File: config.mk
export PLATFORM = sky130hd
export DESIGN_NAME = uart_rx_fifo
export DESIGN_NICKNAME = d
export VERILOG_FILES = /design/src/rtl/uart_rx_fifo.sv
export SDC_FILE = /design/constraint.sdc
export NUM_CORES = 1
export LEC_CHECK = 0
export ABC_CLOCK_PERIOD_IN_PS = 3500
export CORE_AREA = 2 2 119 98
export DETAILED_ROUTE_END_ITERATION = 6
export DIE_AREA = 0 0 121 100
export GPL_ROUTABILITY_DRIVEN = 0
export PLACE_DENSITY = 0.8
export REMOVE_ABC_BUFFERS = 1
export SLEW_MARGIN = 0
export SYNTH_ARGS = -nofsm -noshare
export SYNTH_HDL_FRONTEND = slang
export SYNTH_SLANG_ARGS = --single-unit
export TNS_END_PERCENT = 1
File: constraint.sdc
create_clock -name sysclk -period 3.5 [get_ports sysclk]
set_clock_uncertainty 0.2 [all_clocks]
set_input_delay 0.525 -clock sysclk [delete_from_list [all_inputs] [get_ports sysclk]]
set_output_delay 0.525 -clock sysclk [all_outputs]
set_load 0.03 [all_outputs]
File: src/rtl/uart_rx_fifo.sv
// Receive-side byte FIFO between a UART receiver and the CPU: first-word-fall-through
// read port, sticky overrun flag, optional level interrupt enabled by macro UART_RX_IRQ_EN.
module uart_rx_fifo #(
  parameter int DEPTH     = 16,
  parameter int IRQ_LEVEL = 1
) (
  input  logic                       sysclk,
  input  logic                       reset,
  input  logic                       RX_STATUS,
  input  logic [7:0]                 RX_DATA,
  input  logic                       rd_en,
  input  logic                       clr_ovr,
  output logic [7:0]                 rd_data,
  output logic                       empty,
  output logic                       full,
  output logic [$clog2(DEPTH):0]     level,
  output logic                       overrun,
  output logic                       irq
);

  localparam int PW = $clog2(DEPTH);
  localparam int LW = PW + 1;
  localparam logic [LW-1:0] DEPTH_L = LW'(DEPTH);

  logic [7:0]    mem_q [DEPTH];
  logic [PW-1:0] wr_ptr_q, wr_ptr_d;
  logic [PW-1:0] rd_ptr_q, rd_ptr_d;
  logic [LW-1:0] level_q, level_d;
  logic          overrun_q, overrun_d;
  logic          push, pop;

  assign empty   = (level_q == '0);
  assign full    = (level_q == DEPTH_L);
  assign level   = level_q;
  assign overrun = overrun_q;
  // Empty gate keeps stale memory (never reset) off the read port.
  assign rd_data = empty ? 8'h00 : mem_q[rd_ptr_q];

  always_comb begin
    pop       = rd_en & ~empty;
    // A pop frees the slot in the same cycle, so a full FIFO still accepts.
    push      = RX_STATUS & (~full | pop);
    wr_ptr_d  = wr_ptr_q;
    rd_ptr_d  = rd_ptr_q;
    level_d   = level_q;
    overrun_d = overrun_q;
    if (push) wr_ptr_d = wr_ptr_q + PW'(1);
    if (pop)  rd_ptr_d = rd_ptr_q + PW'(1);
    case ({push, pop})
      2'b10:   level_d = level_q + LW'(1);
      2'b01:   level_d = level_q - LW'(1);
      default: level_d = level_q;
    endcase
    if (clr_ovr) overrun_d = 1'b0;
    if (RX_STATUS && !push) overrun_d = 1'b1;
  end

  always_ff @(posedge sysclk or posedge reset) begin
    if (reset) begin
      wr_ptr_q  <= '0;
      rd_ptr_q  <= '0;
      level_q   <= '0;
      overrun_q <= 1'b0;
    end else begin
      wr_ptr_q  <= wr_ptr_d;
      rd_ptr_q  <= rd_ptr_d;
      level_q   <= level_d;
      overrun_q <= overrun_d;
    end
  end

  always_ff @(posedge sysclk) begin
    if (push) mem_q[wr_ptr_q] <= RX_DATA;
  end

`ifdef UART_RX_IRQ_EN
  localparam logic [LW-1:0] IRQ_LVL = LW'(IRQ_LEVEL);
  logic irq_q, irq_d;

  // Computed from next-state so irq rises the cycle after the causing event.
  always_comb begin
    irq_d = (level_d >= IRQ_LVL) | overrun_d;
  end

  always_ff @(posedge sysclk or posedge reset) begin
    if (reset) irq_q <= 1'b0;
    else       irq_q <= irq_d;
  end

  assign irq = irq_q;
`else
  assign irq = 1'b0;
`endif

endmodule

==> qor.yml <==
status:
  outcome: "finished, final reports clean"
sta:
  slew_headroom: 0.6004
  finalSetupViolations: 0
  fmax_ghz: 0.2945
  worst_slew_pin_slew_ps: 597.6
  finalSetupTns_ps: 0
  whs_ps: 263.5
  hold_viol: 0
  drv_slew: 0
  period_share: 0.9703
  rsz0062_at_grt: "no"
  finalWorstSetupSlack_ps: 104.1
  fin_crit_ps: 3396
clock_network:
  cts_tree: "built"
  cts_setup_buffers: 0
  clk_pin_slew_ps: 60
  cts_made_buffers: 17
  clock_latency_ps: 410
  htreeDepth: 4
  cts_hold_buf: 0
  clock-sinks: 142
  cts.repair.resized: 0
  cts_root_buffer: "clkbuf_16"
  cts_buffer_depth: 2
route:
  ant_nets: 0
  remaining_drc_errors: 0
  wl_mm: 11.30
  firstDrtPassIters: 5
  route.detailed.wl_per_inst_um: 21.68
  first_iter_violations: 293
  via_per_inst: 5.896
  via_count: 3072
synthesis:
  syn_area_um2: 5881
  ys.warnings.count: 0
  synth_area_per_cell_um2: 18.73
  synth-main-ff-cell: "edfxtp_1"
  ys_ff_latch: 142
  synth-edff-count: 128
  synthCells: 314
  synth.distinct_cells: 41
  synthArstFlopShare: 0.09859
  synth-seq-area-share: 0.7132
pwr:
  power.total_mw: 5.994
  cellLeakagePower_nw: 2.366
  vdd_drop_max_v: 0.0004076
  p_per_area_nw_per_um2: 863.8
setup_path:
  worstSetupPathType: "reg -> out"
  required_ps: 2770
  cp-start-kind: "register"
  worstPathArrival_ps: 2670
  crit_fanout: 5
  end_kind: "primary output"
placed_design:
  dpl_cell_area_um2: 6375
  dp_hpwl_mm: 7.256
  placed_cells: 489
  pre_cts_ws_ps: 487.2
  io_buffer_count: 28
hold_path:
  hold_class: "in -> async"
die:
  fp.dieH_um: 100
  rows: 35
  pin_count: 30
  die_w_um: 121
  die_area_um2: 12100
  initial_utilization: 0.5308
  core-area_um2: 11080
cells_and_area:
  antenna_cells: 0
  final_layout_size_suffix_gt1_frac: 0.2440
  fin_util: 0.6263
  fin_nets: 382
  postLayoutCellArea_um2: 6939
  syn2layout_area_growth_pct: 18.00
  fin_cells: 521
global_routing:
  grt_pass1_wl_mm: 17.55
  grt_max_degree: 22
  grt_pass1_vias: 3025
  track_usage: 0.2038
  grt_overflow: 0
  antenna_found_initial: 0
job:
  cap_violations: 0
-- worst paths after layout --
check | start | endpoint | slack, ps | cells after the start
max | level[0] | empty | 100 | 3
min | reset | overrun | 260 | 2
max reg2reg | level[0] | level[3] | 570 | 9
min reg2reg | overrun | overrun | 320 | 2
max in group asynchronous | reset | rd_ptr_q[1] | 2450 | 2
min in group sysclk | overrun | overrun | 320 | 2
-- worst max-delay path, stage by stage, from the launching register on --
cell and delay [ps]:
dfrtp_1 410, or4_1 670, nor2_1 410, clkdlybuf4s50_1 760
-- layout make-up --
type / count / area (um2)
Timing Repair Buffer: 45 / 392.9
Multi-Input combinational cell: 142 / 1556
Clock inverter: 15 / 138.9
Inverter: 12 / 45.04
Sequential cell: 142 / 4195
Fill cell: 729 / 4140
Clock buffer: 17 / 425.4
Tap cell: 148 / 185.2
-- power by group --
part           switching, mW  leakage [nW]  internal, mW  total [mW]
clock network          0.699         0.271         0.985        1.68
logic                   1.11         0.772         0.926        2.04
registers              0.189          1.32          2.08        2.27
total                   2.00          2.37          3.99        5.99
-- cell usage in the layout, fill, tap and decap left out, types with 2 or more instances in the layout --
cell type | Yosys | routed
buf_4 | 2 | 23
clkdlybuf4s50_1 | 0 | 22
inv_1 | 12 | 12
ha_1 | 8 | 8
nand3b_1 | 3 | 3
clkinv_4 | 0 | 5
xnor2_1 | 7 | 7
and2_1 | 5 | 5
dfrtp_1 | 14 | 13
nor2b_1 | 9 | 9
a21oi_1 | 2 | 2
nand3_1 | 4 | 4
a21o_1 | 2 | 2
inv_6 | 0 | 3
clkbuf_16 | 0 | 17
nor4_1 | 5 | 5
nand2_1 | 2 | 2
mux2i_1 | 9 | 9
clkinv_1 | 0 | 2
mux4_2 | 32 | 32
clkinvlp_4 | 0 | 2
and3_1 | 4 | 4
xor2_1 | 2 | 2
a211oi_1 | 18 | 18
edfxtp_1 | 128 | 128
o21ai_0 | 3 | 3
mux2_1 | 2 | 2
nor2_1 | 10 | 10
-- sequential cells by signal (all words and copies together) (netlist names) --
signal / flops
mem_q: 128
wr_ptr_q: 4
overrun: 1
rd_ptr_q: 4
level: 5
-- per-layer routing --
layer | wire [um] | part of all wire | GRT usage
met1 | 4758 | 0.42 | 0.2904
met2 | 5519 | 0.49 | 0.3142
met3 | 848 | 0.075 | 0.05625
met5 | 0 | 0 | 0
met4 | 169 | 0.015 | 0.05903
-- Yosys cell counts, drive strengths merged, types with 4 or more instances --
cell	instances	area share
a211oi	18	0.023
and2	5	0.0053
and3	4	0.0043
buf	13	0.011
clkbuf	5	0.0034
dfrtp	14	0.060
edfxtp	128	0.65
ha	8	0.017
inv	12	0.0077
mux2i	9	0.015
mux4	32	0.12
nand3	4	0.0034
nor2	10	0.0064
nor2b	9	0.0096
nor4	5	0.0053
o21ai	4	0.0053
xnor2	7	0.010
-- kinds of logic after synthesis --
family                     Yosys count  synth area share
buffers and inverters               30           0.02212
other                                1         0.0006377
adders and majority gates            9           0.02043
xor gates and xnor gates             9           0.01341
and+or+nand+nor                     48           0.04617
muxes                               44            0.1436
DFF                                142            0.7132
AOI/OAI and AO/OA                   31           0.04043
(Power assumes the default switching activity.)
